===== src/rtl/midi_note_scheduler.sv =====
// Chooses the next outstanding program change or key note on/off and streams
// it as a 2- or 3-byte MIDI message to a start/ready byte transmitter.
module midi_note_scheduler #(
  parameter int CHANNEL   = 0,
  parameter int BASE_NOTE = 60,
  parameter int VELOCITY  = 100
) (
  input  logic       clk,
  input  logic       rst,
  input  logic [9:0] key,
  input  logic       ena,
  input  logic [6:0] program_num,
  input  logic [4:0] pitchshift,
  input  logic       tx_ready,
  output logic       tx_start,
  output logic [7:0] tx_data,
  output logic       busy
);

  typedef enum logic [2:0] {IDLE, SELECT, SEND, WAIT_LO, WAIT_HI} state_t;

  localparam logic [7:0] CH  = 8'(CHANNEL & 15);
  localparam logic [7:0] VEL = 8'(VELOCITY & 127);

  state_t      state, next_state;
  logic [9:0]  sent_state;
  logic [7:0]  sent_note [10];
  logic [6:0]  sent_prog;
  logic        prog_valid;
  logic [3:0]  rr_ptr;
  logic [7:0]  msg [3];
  logic [1:0]  byte_idx;
  logic        ev_prog;
  logic        ev_on;
  logic [3:0]  ev_key;

  logic        prog_pend;
  logic [9:0]  key_pend;
  logic        any_pend;
  logic        sel_found;
  logic [3:0]  sel_idx;
  logic [4:0]  cand;
  logic [7:0]  note_sum;
  logic [7:0]  note_on;
  logic [1:0]  last_idx;

  assign prog_pend = !prog_valid || (program_num != sent_prog);
  assign key_pend  = key ^ sent_state;
  assign any_pend  = prog_pend || (|key_pend);
  assign note_sum  = 8'(BASE_NOTE) + {4'd0, sel_idx} + {3'd0, pitchshift};
  assign note_on   = (note_sum > 8'd127) ? 8'd127 : note_sum;
  assign last_idx  = ev_prog ? 2'd1 : 2'd2;

  // Round-robin search: first pending key at or after rr_ptr, wrapping 9 -> 0.
  always_comb begin
    sel_found = 1'b0;
    sel_idx   = '0;
    cand      = '0;
    for (int k = 0; k < 10; k++) begin
      cand = 5'(rr_ptr) + 5'(k);
      if (cand >= 5'd10) cand = cand - 5'd10;
      if (!sel_found && key_pend[cand[3:0]]) begin
        sel_found = 1'b1;
        sel_idx   = cand[3:0];
      end
    end
  end

  always_ff @(posedge clk or posedge rst) begin
    if (rst) state <= IDLE;
    else     state <= next_state;
  end

  always_comb begin
    next_state = state;
    busy       = (state != IDLE);
    case (state)
      IDLE:    if (ena && any_pend) next_state = SELECT;
      SELECT:  next_state = (prog_pend || sel_found) ? SEND : IDLE;
      SEND:    if (tx_ready) next_state = WAIT_LO;
      WAIT_LO: if (!tx_ready) next_state = WAIT_HI;
      WAIT_HI: if (tx_ready) next_state = (byte_idx == last_idx) ? IDLE : SEND;
      default: next_state = IDLE;
    endcase
  end

  // Sent-state bookkeeping only changes once the final byte has been accepted.
  always_ff @(posedge clk or posedge rst) begin
    if (rst) begin
      tx_start   <= 1'b0;
      tx_data    <= 8'h00;
      sent_state <= '0;
      sent_prog  <= '0;
      prog_valid <= 1'b0;
      rr_ptr     <= '0;
      byte_idx   <= '0;
      ev_prog    <= 1'b0;
      ev_on      <= 1'b0;
      ev_key     <= '0;
      for (int i = 0; i < 10; i++) sent_note[i] <= 8'h00;
      for (int i = 0; i < 3; i++)  msg[i] <= 8'h00;
    end else begin
      tx_start <= 1'b0;
      case (state)
        SELECT: begin
          byte_idx <= 2'd0;
          if (prog_pend) begin
            ev_prog <= 1'b1;
            msg[0]  <= 8'hC0 | CH;
            msg[1]  <= {1'b0, program_num};
            msg[2]  <= 8'h00;
          end else if (sel_found) begin
            ev_prog <= 1'b0;
            ev_key  <= sel_idx;
            ev_on   <= key[sel_idx];
            rr_ptr  <= (sel_idx == 4'd9) ? 4'd0 : sel_idx + 4'd1;
            if (key[sel_idx]) begin
              msg[0] <= 8'h90 | CH;
              msg[1] <= note_on;
              msg[2] <= VEL;
            end else begin
              msg[0] <= 8'h80 | CH;
              msg[1] <= sent_note[sel_idx];
              msg[2] <= 8'h00;
            end
          end
        end
        SEND: begin
          if (tx_ready) begin
            tx_start <= 1'b1;
            tx_data  <= msg[byte_idx];
          end
        end
        WAIT_HI: begin
          if (tx_ready) begin
            if (byte_idx == last_idx) begin
              if (ev_prog) begin
                sent_prog  <= msg[1][6:0];
                prog_valid <= 1'b1;
              end else begin
                sent_state[ev_key] <= ev_on;
                if (ev_on) sent_note[ev_key] <= msg[1];
              end
            end else begin
              byte_idx <= byte_idx + 2'd1;
            end
          end
        end
        default: ;
      endcase
    end
  end

endmodule


===== config.mk =====
export PLATFORM = sky130hd
export DESIGN_NAME = midi_note_scheduler
export DESIGN_NICKNAME = d
export VERILOG_FILES = /design/src/rtl/midi_note_scheduler.sv
export SDC_FILE = /design/constraint.sdc
export NUM_CORES = 1
export LEC_CHECK = 0
export BUFFER_PORTS_ARGS = -buffer_cell sky130_fd_sc_hd__buf_2
export CAP_MARGIN = 20
export CORE_MARGIN = 2
export CORE_UTILIZATION = 40
export CTS_CLUSTER_DIAMETER = 60
export DETAILED_ROUTE_END_ITERATION = 10
export GPL_TIMING_DRIVEN = 0
export PLACE_DENSITY = 0.57
export REMOVE_ABC_BUFFERS = 1
export SYNTH_ARGS = -nofsm -noshare
export SYNTH_HDL_FRONTEND = slang
export SYNTH_SLANG_ARGS = --single-unit

===== constraint.sdc =====
create_clock -name clk -period 11.3 [get_ports clk]
set_clock_uncertainty 0.2 [all_clocks]
set_input_delay 2.26 -clock clk [delete_from_list [all_inputs] [get_ports clk]]
set_output_delay 2.26 -clock clk [all_outputs]
set_load 0.05 [all_outputs]

== After elaboration in Yosys (flattened, before gate mapping) ==
Index checks and enable logic that the tools add are counted.

* Bits in registers: 146
* Latch bits: 0
* Memory bits (writable): 0
* Bits in read-only memories: 0
* Bits of input ports: 26
* Output and inout bits: 10
* Logic and storage cells: 215
* Memories: 0

* Add/sub/neg operators: 23
* Multiply operators: 0
* Divide/modulo/power cells: 0
* Magnitude comparators: 28
* Equal/unequal tests: 12
* Shift operators: 0
* Mux-type cells: 84
* Bitwise logic cells: 6
* Reduce and logical (&&, ||, !) cells: 38

{| class="wikitable"
|+ Operators by type and width
! kind !! number
|-
| $mux 4 || 21
|-
| $bwmux 80 || 1
|-
| $lt 4x5->1 const B || 12
|-
| $mux 24 || 2
|-
| $mux 8 || 6
|-
| $ge 5x4->1 const B || 9
|-
| $bmux 1 s4 || 11
|-
| $sub 4x4->4 const B || 10
|-
| $bmux 8 s4 || 1
|-
| $demux 8 s4 || 1
|-
| $mux 1 || 26
|-
| $mux 21 || 1
|-
| $add 4x3->5 const B || 4
|-
| $bmux 8 s2 || 1
|-
| $pmux 3 s5 || 1
|-
| $logic_and 1x1->1 || 12
|-
| $mux 3 || 4
|-
| $reduce_and 4->1 || 3
|-
| $add 4x2->5 const B || 2
|-
| $add 4x4->5 const B || 2
|-
| $bwmux 10 || 1
|-
| $ge 5x5->1 const B || 2
|-
| $logic_not 1->1 || 10
|-
| $mux 2 || 5
|-
| 31 further kinds || 43
|}

== Longest topological paths before layout ==
* Word-level depth: 39
* Mapped depth: 30
* Mapped depth without buffers: 24

== Worst setup path after synthesis ==
No wires, ideal clock.

* Path kind: input to register
* Start: in key[4]
* End: reg msg[13] (netlist name)
* Library setup time: 0.096 ns
* Arrival time: 6.675 ns
* Required time: 11.004 ns
* Path slack: 4.329 ns
* Stages on the path: 21
* Buffers on the path: 3
* Path through: xor2_1 > mux2_2 > o311a_1 > a22o_1 > and2_1 > or4_1 > o21a_1 > or2_1 > buf_4 > o21ai_2 > buf_4 > buf_2 > inv_2 > ha_1 > ha_1 > fa_1 > a21o_1 > a21oi_1 > xnor2_1 > nor3_1 > o31ai_1

* Cells in the longest elaborated chain, start to end: 38
* Elaborated cells between the ends (all ways): 74
* Classes of those cells: add/sub: 2; order compare: 1; mux: 49; bitwise: 2; reduce/logical: 20

{| class="wikitable"
|+ RTL lines
! item !! RTL line !! source
|-
| start: declaration || 10 || <nowiki>input logic [9:0] key,</nowiki>
|-
| $xor 10x10->10 (*) || 48 || <nowiki>assign key_pend = key ^ sent_state;</nowiki>
|-
| $bmux 1 s4 || 62 || <nowiki>if (!sel_found && key_pend[cand[3:0]]) begin</nowiki>
|-
| $mux 1 (not written as such) || 62 ||
|-
| $mux 1 || 62 ||
|-
| $logic_not 1->1 || 62 ||
|-
| $logic_and 1x1->1 || 62 ||
|-
| $mux 1 || 62 ||
|-
| $logic_not 1->1 || 62 ||
|-
| [23 not listed] || n/a ||
|-
| via sel_idx[0] || 41 || <nowiki>logic [3:0] sel_idx;</nowiki>
|-
| $add 6x4->7 / $not 4->5 (equally long branches) || 50, 123 ||
|-
| $add 7x5->8 / $bmux 8 s4 (equally long branches) || 50, 123 ||
|-
| $gt 8x7->1 / $mux 8 (equally long branches) || 51, 123 ||
|-
| $mux 8, on equally long branches || 51, 123 ||
|-
| $mux 21 (*) || 117 || <nowiki>if (key[sel_idx]) begin</nowiki>
|-
| $mux 24 (*) || 112 || <nowiki>end else if (sel_found) begin</nowiki>
|-
| $mux 24 (*) || 107 || <nowiki>if (prog_pend) begin</nowiki>
|-
| end: declaration || 31 || <nowiki>logic [7:0] msg [3];</nowiki>
|}

The timed path passes the listed nets; every way through them passes the cells marked *. The select of a mux whose other input is x is not followed.
A chain may end at the register's enable or synchronous reset.

== Worst setup path in the final report ==
* Start: reg rr_ptr[1]
* End: reg msg[13] (netlist name)

* Cells in the longest elaborated chain, start to end: 39
* Elaborated cells between the ends (all ways): 112
* Classes of those cells: add/sub: 21; order compare: 11; mux: 59; bitwise: 1; reduce/logical: 20

{| class="wikitable"
|+ RTL lines
! item !! RTL line !! source
|-
| start: declaration || 30 || <nowiki>logic [3:0] rr_ptr;</nowiki>
|-
| start signal: assignment || 116 || <nowiki>rr_ptr <= (sel_idx == 4'd9) ? 4'd0 : sel_idx + 4'd1;</nowiki>
|-
| parallel branches: the longest is 39 deep, another holds $add 4x1->5 || n/a ||
|}

Several ways; the timed one is not identified. The select of a mux whose other input is x is not followed.

==> flow_metrics.env <==
export IMPL_cts_setup_buffers=0
export IMPL_yosys_area_share_simple_pct=16.0
export IMPL_fin_util_pct=44.8
export IMPL_synth_seq_cells=132
export IMPL_place_ws_ns=3.34
export IMPL_setup_tns_ns=0
export IMPL_grt_setup_unrepaired="no"
export IMPL_htree_levels=4
export IMPL_cp_end_kind="register"
export IMPL_num_antenna_cells=0
export IMPL_clk_pin_slew_worst_paths_ns=0.06
export IMPL_regToRegStartpoint="rr_ptr[1]$_DFFE_PP0P_"
export IMPL_synth_compound_area_share_pct=17.9
export IMPL_drive_gt1_share_pct=20.6
export IMPL_syn_inst=1027
export IMPL_critPathRequiredTime_ns=11.42
export IMPL_clock_sinks=132
export IMPL_synth_adder_area_share_pct=4.51
export IMPL_grt_overflow=0
export IMPL_peakVddDrop_uv=106
export IMPL_period_needed_ns=7.68
export IMPL_final_period_utilization_pct=68.0
export IMPL_reg2reg_depth=21
export IMPL_final_cell_mix="dfrtp_1, mux2_2, nand2_1"
export IMPL_hold_start="tx_data[3]$_DFFE_PP0P_"
export IMPL_final_common_cell="dfrtp_1"
export IMPL_die_width_um=160
export IMPL_synth_top_flop_cell="dfrtp_1"
export IMPL_max_freq_ghz=0.130
export IMPL_initialDrtViolationCount=621
export IMPL_tritoncts="done"
export IMPL_reg2reg_to="msg[13]$_DFFE_PP0P_"
export IMPL_yosysTopAreaCellShare_pct=33.8
export IMPL_core_area_um2=24200
export IMPL_initial_utilization_pct=40.4
export IMPL_critPathKind="reg2reg"
export IMPL_root_buffer="clkbuf_16"
export IMPL_synth_edf_count=0
export IMPL_p_leak_nw=4.83
export IMPL_numPortBuffers=35
export IMPL_slew_headroom_pct=33.7
export IMPL_synth_mux_area_share_pct=20.7
export IMPL_num_vias=7931
export IMPL_yosys_area_top_type="dfrtp_1"
export IMPL_grtUsageTotal_pct=20.9
export IMPL_drtAntennaViolNets=0
export IMPL_rows=57
export IMPL_die_area_um2=25700
export IMPL_crit_end="msg[13]$_DFFE_PP0P_"
export IMPL_hold_slack_ns=0.262
export IMPL_seq_area_frac_synth_pct=33.8
export IMPL_viasPerCell=5.79
export IMPL_yosysWarnings=0
export IMPL_final_max_slew_viol_count=0
export IMPL_power_density_nw_per_um2=147
export IMPL_synth_distinct_cells=90
export IMPL_grt_pass1_vias=7778
export IMPL_die_h_um=160
export IMPL_synth_xor_area_share_pct=3.12
export IMPL_gp_congestion=0.890
export IMPL_startpoint="rr_ptr[1]$_DFFE_PP0P_"
export IMPL_setup_violations=0
export IMPL_place_hpwl_mm=19.1
export IMPL_cp_data_arrival_time_ns=7.80
export IMPL_yosys_top_cells_area="dfrtp_1, mux2_2, mux2i_1"
export IMPL_clockBufferDepth=2
export IMPL_numCtsBuffers=17
export IMPL_cts_resized=0
export IMPL_clk_latency_ns=0.41
export IMPL_io_pins=36
export IMPL_drc_errors=0
export IMPL_crit_fanout=28
export IMPL_maxCapViolCount=0
export IMPL_syn_area_um2=9780
export IMPL_worstMarginPinSlew_ns=0.995
export IMPL_worstHoldPathType="reg2reg"
export IMPL_synthArstFlopShare_pct=100
export IMPL_status="completed"
export IMPL_cts_hold_buffers=0
export IMPL_synth_top_family_by_area="multiplexers"
export IMPL_routed_wl_mm=26.4
export IMPL_grt_antenna_before_repair=0
export IMPL_hold_viol_final=0
export IMPL_grt_pass1_wl_mm=42.9
export IMPL_area_growth_pct=10.8
export IMPL_cp_start_kind="register"
export IMPL_drtPass1Iterations=5
export IMPL_wire_per_inst_um=19.3
export IMPL_fin_ws_ns=3.62
export IMPL_syn_avg_cell_area_um2=9.52
export IMPL_grt_max_degree=77
export IMPL_fin_nets=1092
export IMPL_regToRegSetupSlack_ns=3.62
synth_stat cells, drive strengths merged, types with 12 or more instances:
library cell / count
nor2b: 14
dfrtp: 132
a21oi: 53
inv: 35
nand2b: 12
a211oi: 14
o21ai: 48
ha: 32
a21o: 12
o211ai: 15
mux2: 103
nor3: 22
o21a: 17
nor4: 13
nand3: 25
xnor2: 28
nand2: 95
nor2: 61
buf: 24
nand4: 13
mux2i: 72
clkbuf: 30
flip-flops by register name (all words and copies together), names as in the netlist:
name / cells
byte_idx: 2
ev_key: 4
ev_on: 1
msg: 11
prog_valid: 1
rr_ptr: 4
sent_note: 80
sent_prog: 7
sent_state: 10
state: 3
tx_data: 8
tx_start: 1
how the worst min path moves through the flow:
stage / endpoint / slack [ns] / depth (start not counted)
2_1_floorplan: msg[23]$_DFFE_PP0P_ / 0.24 / 1
3_3_place_gp: tx_data[1]$_DFFE_PP0P_ / 0.25 / 2
3_5_place_dp: tx_data[3]$_DFFE_PP0P_ / 0.26 / 2
4_1_cts: tx_data[3]$_DFFE_PP0P_ / 0.27 / 2
5_1_grt: tx_data[6]$_DFFE_PP0P_ / 0.29 / 2
6_report: tx_data[3]$_DFFE_PP0P_ / 0.26 / 2
kinds of logic after synthesis:
logic type                 Yosys count
AOI/OAI and AO/OA                  247
xor gates and xnor gates            34
adders and majority gates           34
buffers and inverters               90
DFF                                132
muxes                              181
and+or+nand+nor                    309
power breakdown:
group / internal, W / switching (W) / total [W]
registers: 0.000516 / 0.0000784 / 0.000594
clock network: 0.000327 / 0.000212 / 0.000539
logic: 0.000171 / 0.000290 / 0.000461
total: 0.00101 / 0.000580 / 0.00159
layout make-up:
type / count / area (µm²)
fill: 2341 / 13300
clock buffer: 18 / 429
multi-input combinational: 805 / 6100
tap: 324 / 405
inverter: 36 / 140
sequential: 132 / 3300
timing repair buffer: 40 / 300
clock inverter: 14 / 155
metal layers:
metal,global-route usage (%),routed length [µm]
met1,28.1,12200
met2,35.8,12900
met3,2.38,762
met4,5.98,523
met5,0,0
critical path, cell delays in order (launching register included):
cell,delay [ns]
dfrtp_1,0.99
inv_1,0.56
ha_1,0.47
xnor2_1,0.34
inv_1,0.09
ha_1,0.25
o221ai_1,0.09
o21ai_1,0.12
xnor2_1,0.49
mux2_2,0.43
or3_1,0.45
nor3_2,0.35
a211oi_1,0.18
a211oi_4,0.73
ha_1,0.37
ha_1,0.23
fa_1,0.42
a21o_1,0.20
a21oi_1,0.17
xnor2_1,0.13
nor3_1,0.07
o31ai_1,0.21
metrics by stage:
step	std cells	power, W	cell area (µm²)
after global placement	1332	0.00105	10100
after floorplan	973	0.000912	9520
after CTS	1368	0.00161	10800
after detailed placement	1336	0.00106	10200
after global routing	1369	0.00168	10800
final	1369	0.00159	10800
Power figures use the tool's default switching activity.
